`config.mk`:
```
export PLATFORM = sky130hd
export DESIGN_NAME = fifo_write_scheduler
export DESIGN_NICKNAME = d
export VERILOG_FILES = /design/src/rtl/fifo_write_scheduler.sv
export SDC_FILE = /design/constraint.sdc
export NUM_CORES = 1
export LEC_CHECK = 0
export CORE_UTILIZATION = 48
export DETAILED_ROUTE_END_ITERATION = 8
export PLACE_DENSITY = 0.76
export SLEW_MARGIN = 5
export SYNTH_ARGS = -nofsm -noshare
export SYNTH_HDL_FRONTEND = slang
export SYNTH_SLANG_ARGS = --single-unit
```
`constraint.sdc`:
```
create_clock -name clk -period 1.75 [get_ports clk]
set_input_delay 0.4375 -clock clk [delete_from_list [all_inputs] [get_ports clk]]
set_output_delay 0.4375 -clock clk [all_outputs]
set_load 0.02 [all_outputs]
```
`src/rtl/fifo_write_scheduler.sv`:
```
// fifo_write_scheduler
//   Captures samples from a slow, asynchronous source into a one-entry hold
//   register and serialises them LSB-first as byte writes into a FIFO.
//   After every SYNC_PERIOD captured samples a sync frame carrying SYNC_WORD
//   is inserted. Samples arriving while the hold register is still occupied
//   are dropped and counted.
//
// Ports
//   clk           system clock, rising edge
//   rst_n         synchronous active-low reset
//   enable        gates acceptance of new samples
//   sample_valid  sample-done level from the source domain (asynchronous)
//   sample_data   sample value, stable while sample_valid is high
//   fifo_full     FIFO full flag (clk domain)
//   clear_stats   one-cycle pulse clearing drop_count and overflow
//   fifo_wr_en    registered byte write strobe
//   fifo_wr_data  registered byte value
//   busy          high while a frame is being sent
//   drop_count    number of lost samples, saturating
//   overflow      sticky flag, set on any drop
module fifo_write_scheduler #(
  parameter int                   DATA_SIZE   = 24,
  parameter int                   SYNC_PERIOD = 127,
  parameter logic [DATA_SIZE-1:0] SYNC_WORD   = 24'hAAFF00,
  parameter int                   DROP_W      = 16
) (
  input  logic                 clk,
  input  logic                 rst_n,
  input  logic                 enable,
  input  logic                 sample_valid,
  input  logic [DATA_SIZE-1:0] sample_data,
  input  logic                 fifo_full,
  input  logic                 clear_stats,
  output logic                 fifo_wr_en,
  output logic [7:0]           fifo_wr_data,
  output logic                 busy,
  output logic [DROP_W-1:0]    drop_count,
  output logic                 overflow
);

  localparam int BYTES = DATA_SIZE / 8;
  localparam int IDX_W = (BYTES > 1) ? $clog2(BYTES) : 1;
  localparam int CNT_W = (SYNC_PERIOD > 1) ? $clog2(SYNC_PERIOD + 1) : 1;
  localparam logic [IDX_W-1:0] LAST_IDX = IDX_W'(BYTES - 1);
  localparam logic [CNT_W-1:0] PERIOD   = CNT_W'(SYNC_PERIOD);

  typedef enum logic {IDLE, SEND} state_t;

  state_t               state, state_next;
  logic [IDX_W-1:0]     idx, idx_next;
  logic                 wr_en_next;
  logic [7:0]           wr_data_next;

  logic                 s0, s1, s2;
  logic                 sample_evt;

  logic [DATA_SIZE-1:0] hold_data;
  logic                 hold_valid;
  logic [DATA_SIZE-1:0] frame_data;
  logic                 frame_is_sync;
  logic                 sync_pending;
  logic [CNT_W-1:0]     sample_cnt;
  logic                 cnt_hit;

  logic                 start_sync, start_sample;
  logic                 capture, drop;
  logic [DATA_SIZE-1:0] cur_word;
  logic [7:0]           cur_byte;

  assign sample_evt = s1 & ~s2;
  assign cnt_hit    = (sample_cnt == PERIOD);

  // Sync frames take precedence over a held sample.
  assign start_sync   = (state == IDLE) && sync_pending;
  assign start_sample = (state == IDLE) && !sync_pending && hold_valid;

  // A sample frame starting this cycle frees the hold register, so an event
  // arriving on the same cycle is captured rather than dropped.
  assign capture = sample_evt && enable && (!hold_valid || start_sample);
  assign drop    = sample_evt && enable && hold_valid && !start_sample;

  assign cur_word = frame_is_sync ? SYNC_WORD : frame_data;
  assign cur_byte = cur_word[{idx, 3'b000} +: 8];

  assign busy = (state == SEND);

  always_comb begin
    state_next   = state;
    idx_next     = idx;
    wr_en_next   = 1'b0;
    wr_data_next = fifo_wr_data;
    case (state)
      IDLE: begin
        if (sync_pending || hold_valid) begin
          state_next = SEND;
          idx_next   = '0;
        end
      end
      SEND: begin
        if (!fifo_full) begin
          wr_en_next   = 1'b1;
          wr_data_next = cur_byte;
          if (idx == LAST_IDX) begin
            state_next = IDLE;
            idx_next   = '0;
          end else begin
            idx_next = idx + 1'b1;
          end
        end
      end
      default: begin
        state_next = IDLE;
        idx_next   = '0;
      end
    endcase
  end

  always_ff @(posedge clk) begin
    if (!rst_n) begin
      state         <= IDLE;
      idx           <= '0;
      fifo_wr_en    <= 1'b0;
      fifo_wr_data  <= '0;
      s0            <= 1'b0;
      s1            <= 1'b0;
      s2            <= 1'b0;
      hold_data     <= '0;
      hold_valid    <= 1'b0;
      frame_data    <= '0;
      frame_is_sync <= 1'b0;
      sync_pending  <= 1'b0;
      sample_cnt    <= '0;
      drop_count    <= '0;
      overflow      <= 1'b0;
    end else begin
      s0 <= sample_valid;
      s1 <= s0;
      s2 <= s1;

      state        <= state_next;
      idx          <= idx_next;
      fifo_wr_en   <= wr_en_next;
      fifo_wr_data <= wr_data_next;

      if (start_sync) begin
        frame_is_sync <= 1'b1;
      end else if (start_sample) begin
        frame_is_sync <= 1'b0;
        frame_data    <= hold_data;
      end

      if (capture) begin
        hold_data  <= sample_data;
        hold_valid <= 1'b1;
      end else if (start_sample) begin
        hold_valid <= 1'b0;
      end

      // The period check runs one cycle after the capture that completes it,
      // so the sample ending a period is framed before its sync frame.
      if (cnt_hit) begin
        sync_pending <= 1'b1;
        sample_cnt   <= capture ? CNT_W'(1) : '0;
      end else begin
        if (start_sync) begin
          sync_pending <= 1'b0;
        end
        if (capture) begin
          sample_cnt <= sample_cnt + 1'b1;
        end
      end

      if (clear_stats) begin
        drop_count <= '0;
        overflow   <= 1'b0;
      end else if (drop) begin
        overflow <= 1'b1;
        if (drop_count != '1) begin
          drop_count <= drop_count + 1'b1;
        end
      end
    end
  end

endmodule

```
---- After elaboration in Yosys (flattened, before gate mapping) ----
Index checks and enable logic that the tools add are counted.
cells by class
  add/sub/neg operators ................... 3
  $mul .................................... 0
  div/mod/pow operators ................... 0
  order comparisons ....................... 0
  equality and inequality tests ........... 5
  shift-type cells ........................ 1
  muxes and demuxes ....................... 18
  bitwise logic cells ..................... 6
  reduce and logical (&&, ||, !) cells .... 22
operators by type and width
  kind                   count
  $mux 24                1
  $shiftx 24x6->8        1
  $add 16x1->16 const B  1
  $ne 16x16->1 const B   1
  $mux 7                 2
  $mux 1                 10
  $reduce_and 2->1       5
  $reduce_bool 2->1      4
  $add 7x1->7 const B    1
  $eq 7x7->1 const B     1
  $logic_and 1x1->1      7
  $mux 2                 3
  $not 1->1              5
  $pmux 2 s2             1
  $logic_not 1->1        3
  $add 2x1->2 const B    1
  $eq 2x2->1 const B     1
  $logic_or 1x1->1       2
  $ne 2x1->1 const B     1
  $ne 2x2->1 const B     1
  $pmux 1 s2             1
  $reduce_or 2->1        1
  $and 1x1->1            1
word-level totals
  register bits after elaboration ......... 90
  latch bits .............................. 0
  memory bits (writable) .................. 0
  memory bits (read-only) ................. 0
  output and inout port bits .............. 27
  memories ................................ 0

---- Depth between registers and ports, before layout ----
Gate-level depths: netlist of run 1.
  depth in word-level cells ............... 7
  depth in mapped cells ................... 6
  mapped depth without buffers ............ 5

---- Worst setup path after synthesis of run 1 ----
OpenSTA, ideal clock, no wires.
  path type ............................... register to register
  start point ............................. register drop_count[3]
  end point ............................... register drop_count[13]
  library setup time ...................... 70 ps
  arrival time ............................ 1868 ps
  required time ........................... 1680 ps
  setup slack ............................. -188 ps
  stages on the path, launching flop included .. 5
  cell sequence ........................... dfxtp_1 -> nand4_1 -> or4_4 -> or4b_1 -> a21oi_1
between the ends
  cells in the longest elaborated chain, start to end .. 2
  elaborated cells on any way between the ends .. 3
  classes of those cells .................. add/sub: 1; eq/ne: 1; reduce/logical: 1
ends and longest elaborated chain
  item                                                   RTL line  text
  from (decl)                                            37        output logic [DROP_W-1:0] drop_count,
  from (signal assigned)                                 179       drop_count <= drop_count + 1'b1;
  branches (longest 2 deep; another with $add 16x1->16)  --
Several ways; the timed one is not identified.
A chain may end at the register's enable or synchronous reset.

---- Worst setup path after layout of run 1 ----
  start point ............................. register drop_count[1]
  end point ............................... register drop_count[13]
Same word-level chain as after synthesis.

==> results.py, run 1 <==
metrics = {
    "layout": {
        "area_growth_pct": 32.8,
        "layout-drive-gt1-share_pct": 18.3,
        "final_area_mm2": 0.00488,
        "fillers": 625,
        "diodes": 0,
        "nets": 567,
        "fin_cells": 639,
    },
    "logic_synthesis": {
        "yosysMostFrequentCell": "nand2_1",
        "synthTopCellsByArea": "dfxtp_1 49%, nand2_1 12%, a21oi_1 9.5%",
        "synth_nets": 488,
        "syn_area_mm2": 0.00368,
        "yosys.area.top_type": "dfxtp_1",
        "yosysUniqueCellTypes": 49,
        "ys_ff_latch": 90,
        "synth_edf_count": 0,
        "synth_cells": 456,
        "synthFlopType": "dfxtp_1",
        "async_flop_share_pct": 0,
        "syn_avg_cell_area_um2": 8.07,
        "yosysSeqAreaShare_pct": 49.0,
        "synth_common_cells": "119 x nand2_1, 90 x dfxtp_1, 70 x a21oi_1",
        "yosysWarningCount": 0,
        "synth_top_area_share_pct": 49.0,
    },
    "drt": {
        "via_per_inst": 5.37,
        "wl_per_cell_um": 13.6,
        "drtIter0Drc": 211,
        "route.detailed.drc": 0,
        "ant_nets": 0,
        "dr.pass1.iters": 5,
        "drt_wl_total_mm": 8.70,
        "vias": 3431,
    },
    "die": {
        "initial_core_util_pct": 50.2,
        "die-area_mm2": 0.00802,
        "io-pin-count": 57,
        "rows": 31,
        "core-area_mm2": 0.00733,
        "fp.dieH_um": 89.5,
        "fp.dieW_um": 89.5,
    },
    "sta": {
        "worstMarginPinSlew_ns": 0.496,
        "setup_viol": 1,
        "rsz0062_at_grt": "yes",
        "fmax_ghz": 0.569,
        "slew_headroom_pct": 66.9,
        "fin_ws_ns": -0.00600,
        "skew_ns": 0.0106,
        "fin_crit_sh_pct": 100,
        "slew_violations": 0,
        "period_minus_slack_ns": 1.76,
        "hold_viol": 0,
    },
    "worst_setup_path": {
        "critPathSlowestCell": "or4_4",
        "ff2ff_setup_slack_ns": -0.006,
        "r2r-end": "drop_count[13]",
        "worst-setup-path-type": "flip-flop to flip-flop",
        "r2r_start": "drop_count[1]",
        "critPathMaxStageDelay_ns": 0.56,
        "required_ns": 2.05,
        "end_kind": "flip-flop",
        "cp_max_fo": 6,
        "cp_cell_sequence": "nand3_2 -> or4_4 -> or4b_4 -> a21oi_2",
        "r2r_cells": 4,
        "cp.arrival_ns": 2.06,
        "crit_path_start_kind": "flip-flop",
    },
    "global_routing": {
        "grtUsageTotal_pct": 23.7,
        "grt_max_degree": 32,
        "antenna_found_initial": 0,
        "grt_pass1_wl_mm": 14.3,
        "overflow": 0,
        "grt_pass1_vias": 3053,
    },
    "clocking": {
        "cts_root_buffer": "clkbuf_8",
        "cts_tree": "done",
        "cts.path.max_buffers": 2,
        "ctsHoldBuffers": 0,
        "htree_levels": 3,
        "clock_sinks": 90,
        "clkLatencyLatePin_ns": 0.37,
        "numCtsBuffers": 9,
        "clk_pin_slew_worst_paths_ns": 0.09,
    },
    "pwr": {
        "total_power_uw": 3740,
        "sw_frac_of_total_pct": 23.3,
        "switchingPower_uw": 871,
        "p_leak_uw": 0.00177,
        "p_int_uw": 2870,
        "p_comb_share_pct": 5.1,
        "pwr-share-clk_pct": 39.5,
        "powerDensity_mw_per_mm2": 766,
        "ir_worst_vdd_mv": 0.478,
        "seqPwrFrac_pct": 55.4,
    },
    "placed_design": {
        "gp_congestion": 0.878,
        "hpwl_mm": 6.07,
        "dp_cells": 619,
        "postPlaceCellArea_mm2": 0.00458,
        "port_buffers": 56,
    },
    "min_path": {
        "hp-start": "s0",
        "min_path_cells": 1,
        "holdPathEnd": "s1",
        "min_path_type": "flip-flop to flip-flop",
    },
    "run": {
        "cap_violations": 0,
    },
    "status": {
        "status": "finished, violations left",
        "violations": "negative setup slack",
    },
}
-- power by group through the flow --
| stage | Combinational [uW] | Clock, uW | Sequential, uW |
|---|---|---|---|
| 3_5_place_dp | 194 | 0 | 2130 |
| 5_1_grt | 212 | 1600 | 2080 |
| 6_report | 192 | 1480 | 2070 |
| 3_3_place_gp | 191 | 0 | 2130 |
| 4_1_cts | 193 | 1510 | 2080 |
| 2_1_floorplan | 79.0 | 0 | 2130 |
-- worst max-delay path, delay by kind of cell, from the launching register on --
kind / cells / cell delay, ns
simple gates: 3 / 1.17
compound gates: 1 / 0.14
flops: 1 / 0.38
-- area by class of cell --
cell class,count,area [um2],share of cell area [%]
clock buffer,10,138,2.82
sequential,90,1840,37.6
tap,99,124,2.54
inverter,13,48.8,0.999
timing repair buffer,93,845,17.3
clock inverter,6,71.3,1.46
multi-input combinational,328,1820,37.3
-- cells by family after synthesis --
family                     synth area share (%)
muxes                                      1.80
DFF                                        49.0
xor gates and xnor gates                  0.714
and+or+nand+nor                            25.0
AOI/OAI and AO/OA                          18.9
adders and majority gates                 0.680
buffers and inverters                      3.91
-- metal layers --
layer	share of wire, %	vias to the layer above	wire length [um]	GRT usage [%]
met5	0	-	0	0
met4	2.2	0	192	10.2
met3	4.7	19	409	6.46
met2	48	96	4130	36.8
met1	46	1567	3960	30.8
li1	-	1749	-	-
-- cell usage in the layout, fill, tap and decap left out, drive strengths merged, types with 5 or more instances in the layout --
master	count
clkbuf	10
nor2	16
a21oi	70
o31ai	6
nand2	119
clkdlybuf4s50	28
nor3	6
mux2	5
buf	37
o21ai	20
dfxtp	90
or4	10
inv	15
a31oi	7
or3	7
dlygate4sd2	27
nand3	12
-- through the flow --
stage	setup WS, ns	utilization (%)	setup TNS [ns]	hold slack (ns)
global placement	-0.552	62.5	-11.15	0.420
floorplan	-0.0514	-	-0.301	0.412
detailed placement	-0.559	62.5	-12.77	0.426
CTS	-0.0212	64.9	-0.0212	0.451
finish	-0.00600	66.6	-0.00600	0.446
global route	-0.0684	66.6	-0.0759	0.466
-- worst max path at each step --
stage | to | from
global route | drop_count[13] | drop_count[1]
detailed placement | drop_count[14] | enable
floorplan | drop_count[6] | drop_count[13]
finish | drop_count[13] | drop_count[1]
global placement | drop_count[14] | enable
CTS | drop_count[13] | drop_count[0]
-- sequential cells by signal, indices dropped and copies added, names as in the netlist --
| register | flops |
|---|---|
| s0 | 1 |
| s2 | 1 |
| idx | 2 |
| drop_count | 16 |
| sync_pending | 1 |
| fifo_wr_data | 8 |
| hold_data | 24 |
| hold_valid | 1 |
| busy | 1 |
| frame_data | 24 |
| fifo_wr_en | 1 |
| sample_cnt | 7 |
| frame_is_sync | 1 |
| overflow | 1 |
| s1 | 1 |
-- timing repair --
action	CTS	global route
cloned	0	0
resized for setup	28	25
pin swaps	1	6
endpoints found under the setup margin	33	7
buffers inserted	0	4
Note: power is estimated with default switching activity, not from simulation.
==> run 2, diff against run 1 <==
--- a/config.mk
+++ b/config.mk
@@ -6,7 +6,9 @@
 export NUM_CORES = 1
 export LEC_CHECK = 0
 export CORE_UTILIZATION = 48
+export CTS_CLUSTER_DIAMETER = 80
 export DETAILED_ROUTE_END_ITERATION = 8
+export HOLD_SLACK_MARGIN = 0.12
 export PLACE_DENSITY = 0.76
 export SLEW_MARGIN = 5
 export SYNTH_ARGS = -nofsm -noshare
==> results of run 2 <==
Same layout as run 1: the final DEF is identical, and so are final timing and power.
==> run 3, diff against run 2 <==
--- a/config.mk
+++ b/config.mk
@@ -5,11 +5,13 @@
 export SDC_FILE = /design/constraint.sdc
 export NUM_CORES = 1
 export LEC_CHECK = 0
+export CORE_MARGIN = 4
 export CORE_UTILIZATION = 48
 export CTS_CLUSTER_DIAMETER = 80
 export DETAILED_ROUTE_END_ITERATION = 8
+export GPL_TIMING_DRIVEN = 0
 export HOLD_SLACK_MARGIN = 0.12
-export PLACE_DENSITY = 0.76
+export PLACE_DENSITY_LB_ADDON = 0.12
 export SLEW_MARGIN = 5
 export SYNTH_ARGS = -nofsm -noshare
 export SYNTH_HDL_FRONTEND = slang
==> run 3 against run 2 <==
The run still ends with negative setup slack left. Core utilization fell by 0.62 points. Register-to-register slack lost 0.07 ns. Total power about the same. Clock skew up 0.0070 ns. Via count is 1.1% higher. Critical endpoint unchanged. Clock-buffer cell count down 1. Worst hold slack got worse by 0.0016 ns. Sequential power hardly changed. Maximum frequency shrank 3.7%.
==> results.py, run 3 (synthesis results as in run 1) <==
metrics = {
    "status": {
        "status": "finished, violations left",
        "violations": "negative setup slack",
    },
    "drt": {
        "ant_nets": 0,
        "vias": 3470,
        "routed-wl-met3_um": 685,
        "met1_length_mm": 4.26,
        "via_per_inst": 5.42,
        "wl_met2_mm": 4.20,
        "route.detailed.drc": 0,
        "wl_per_cell_um": 14.5,
        "dr.pass1.iters": 4,
        "dr.max_layer_used": "met4",
        "drtIter0Drc": 173,
        "drt_wl_total_mm": 9.26,
    },
    "clocking": {
        "cts_root_buffer": "clkbuf_8",
        "clk_pin_slew_worst_paths_ns": 0.10,
        "cts.path.max_buffers": 2,
        "htree_levels": 3,
        "clkLatencyLatePin_ns": 0.37,
        "numCtsBuffers": 9,
        "clock_sinks": 90,
        "ctsHoldBuffers": 0,
        "cts_tree": "done",
    },
    "placed_design": {
        "gp_congestion": 0.923,
        "hpwl_mm": 6.55,
        "preCtsSetupSlack_ns": -0.675,
        "port_buffers": 56,
        "postPlaceCellArea_mm2": 0.00439,
    },
    "pwr": {
        "ir_worst_vdd_mv": 0.557,
        "powerDensity_mw_per_mm2": 769,
        "p_leak_uw": 0.00179,
    },
    "worst_setup_path": {
        "cp.arrival_ns": 2.11,
        "crit_path_start_kind": "flip-flop",
        "cp_max_fo": 5,
        "r2r_cells": 4,
        "worst-setup-path-type": "flip-flop to flip-flop",
        "end_kind": "flip-flop",
        "required_ns": 2.04,
        "critPathMaxStageDelay_ns": 0.51,
        "cp_cell_sequence": "nand4_1 -> or4_4 -> or4b_1 -> a21oi_1",
        "critPathSlowestCell": "or4_4",
    },
    "global_routing": {
        "grtUsageTotal_pct": 21.3,
        "grt_max_degree": 18,
        "grt_pass1_wl_mm": 15.1,
        "grt_pass1_vias": 3231,
        "antenna_found_initial": 0,
        "overflow": 0,
    },
    "sta": {
        "setup_viol": 2,
        "skew_ns": 0.0176,
        "fmax_ghz": 0.548,
        "rsz0062_at_grt": "yes",
        "period_minus_slack_ns": 1.82,
        "fin_crit_sh_pct": 104,
        "slew_headroom_pct": 62.8,
        "hold_viol": 0,
        "fin_ws_ns": -0.0736,
        "slew_violations": 0,
        "worstMarginPinSlew_ns": 0.558,
    },
    "die": {
        "io-pin-count": 57,
        "core-area_mm2": 0.00737,
        "initial_core_util_pct": 49.9,
        "die-area_mm2": 0.00913,
        "rows": 31,
        "fp.dieH_um": 95.5,
        "fp.dieW_um": 95.5,
    },
    "run": {
        "cap_violations": 0,
    },
    "min_path": {
        "min_path_cells": 1,
        "min_path_type": "flip-flop to flip-flop",
    },
    "layout": {
        "final_cell_mix": "117 x nand2_1, 75 x dfxtp_1, 69 x a21oi_1",
        "final_area_mm2": 0.00486,
        "top_regs": "frame_data x24, hold_data x24, drop_count x16",
        "layout_commonest_cell": "nand2_1",
        "area_growth_pct": 32.2,
        "diodes": 0,
        "nets": 568,
        "fillers": 648,
        "layout-drive-gt1-share_pct": 17.0,
    },
}
==> run 3: layout make-up <==
| class | instances | area (um2) | share of cell area (%) |
|---|---|---|---|
| clock inverters | 7 | 88.8 | 1.83 |
| repair buffers | 69 | 631 | 13.0 |
| multi-input cells | 329 | 1900 | 39.0 |
| plain buffers | 24 | 114 | 2.34 |
| inverters | 13 | 48.8 | 1.00 |
| flip-flops and latches | 90 | 1840 | 37.7 |
| clock buffers | 9 | 124 | 2.55 |
| well taps | 99 | 124 | 2.55 |
==> run 3: path summary, 6_finish.rpt <==
path	start	end	slack, ns
max	drop_count[5]	drop_count[13]	-0.07
min	s0	s1	0.44
max reg2reg	drop_count[5]	drop_count[13]	-0.07
min reg2reg	s0	s1	0.44
==> run 3: worst max-delay path: cells and delay by family (launching register included) <==
kind | cells | cell delay [ns]
flip-flops | 1 | 0.37
AO/OA/AOI/OAI | 1 | 0.16
AND/OR/NAND/NOR | 3 | 1.21
==> run 3: timing repair <==
action,4_1_cts,5_1_grt
gates cloned,1,0
endpoints found under the setup margin,85,65
pin swaps,9,2
resized for setup,53,35
setup buffers,11,2
==> run 3: through the flow <==
step | instances | total power, uW | TNS [ns] | hold WS [ns] | utilization [%]
2_1_floorplan | 456 | 2210 | -0.301 | 0.412 | -
3_3_place_gp | 611 | 2300 | -29.38 | 0.422 | 59.5
3_5_place_dp | 611 | 2310 | -31.65 | 0.420 | 59.5
4_1_cts | 639 | 3770 | -0.000405 | 0.447 | 64.5
5_1_grt | 640 | 3900 | -0.989 | 0.479 | 66.0
6_report | 640 | 3740 | -0.0896 | 0.445 | 66.0
==> run 3: where the power goes <==
part	internal (uW)	leakage, uW	switching [uW]
Clock	687	0.000105	795
Sequential	2060	0.000736	14.6
Combinational	91.0	0.000946	95.5
==> run 3: metal layers <==
layer / vias to the layer above / track usage [%]
met5: - / 0
met4: 0 / 6.99
met3: 11 / 4.42
met2: 127 / 32.4
met1: 1579 / 30.1
li1: 1753 / -
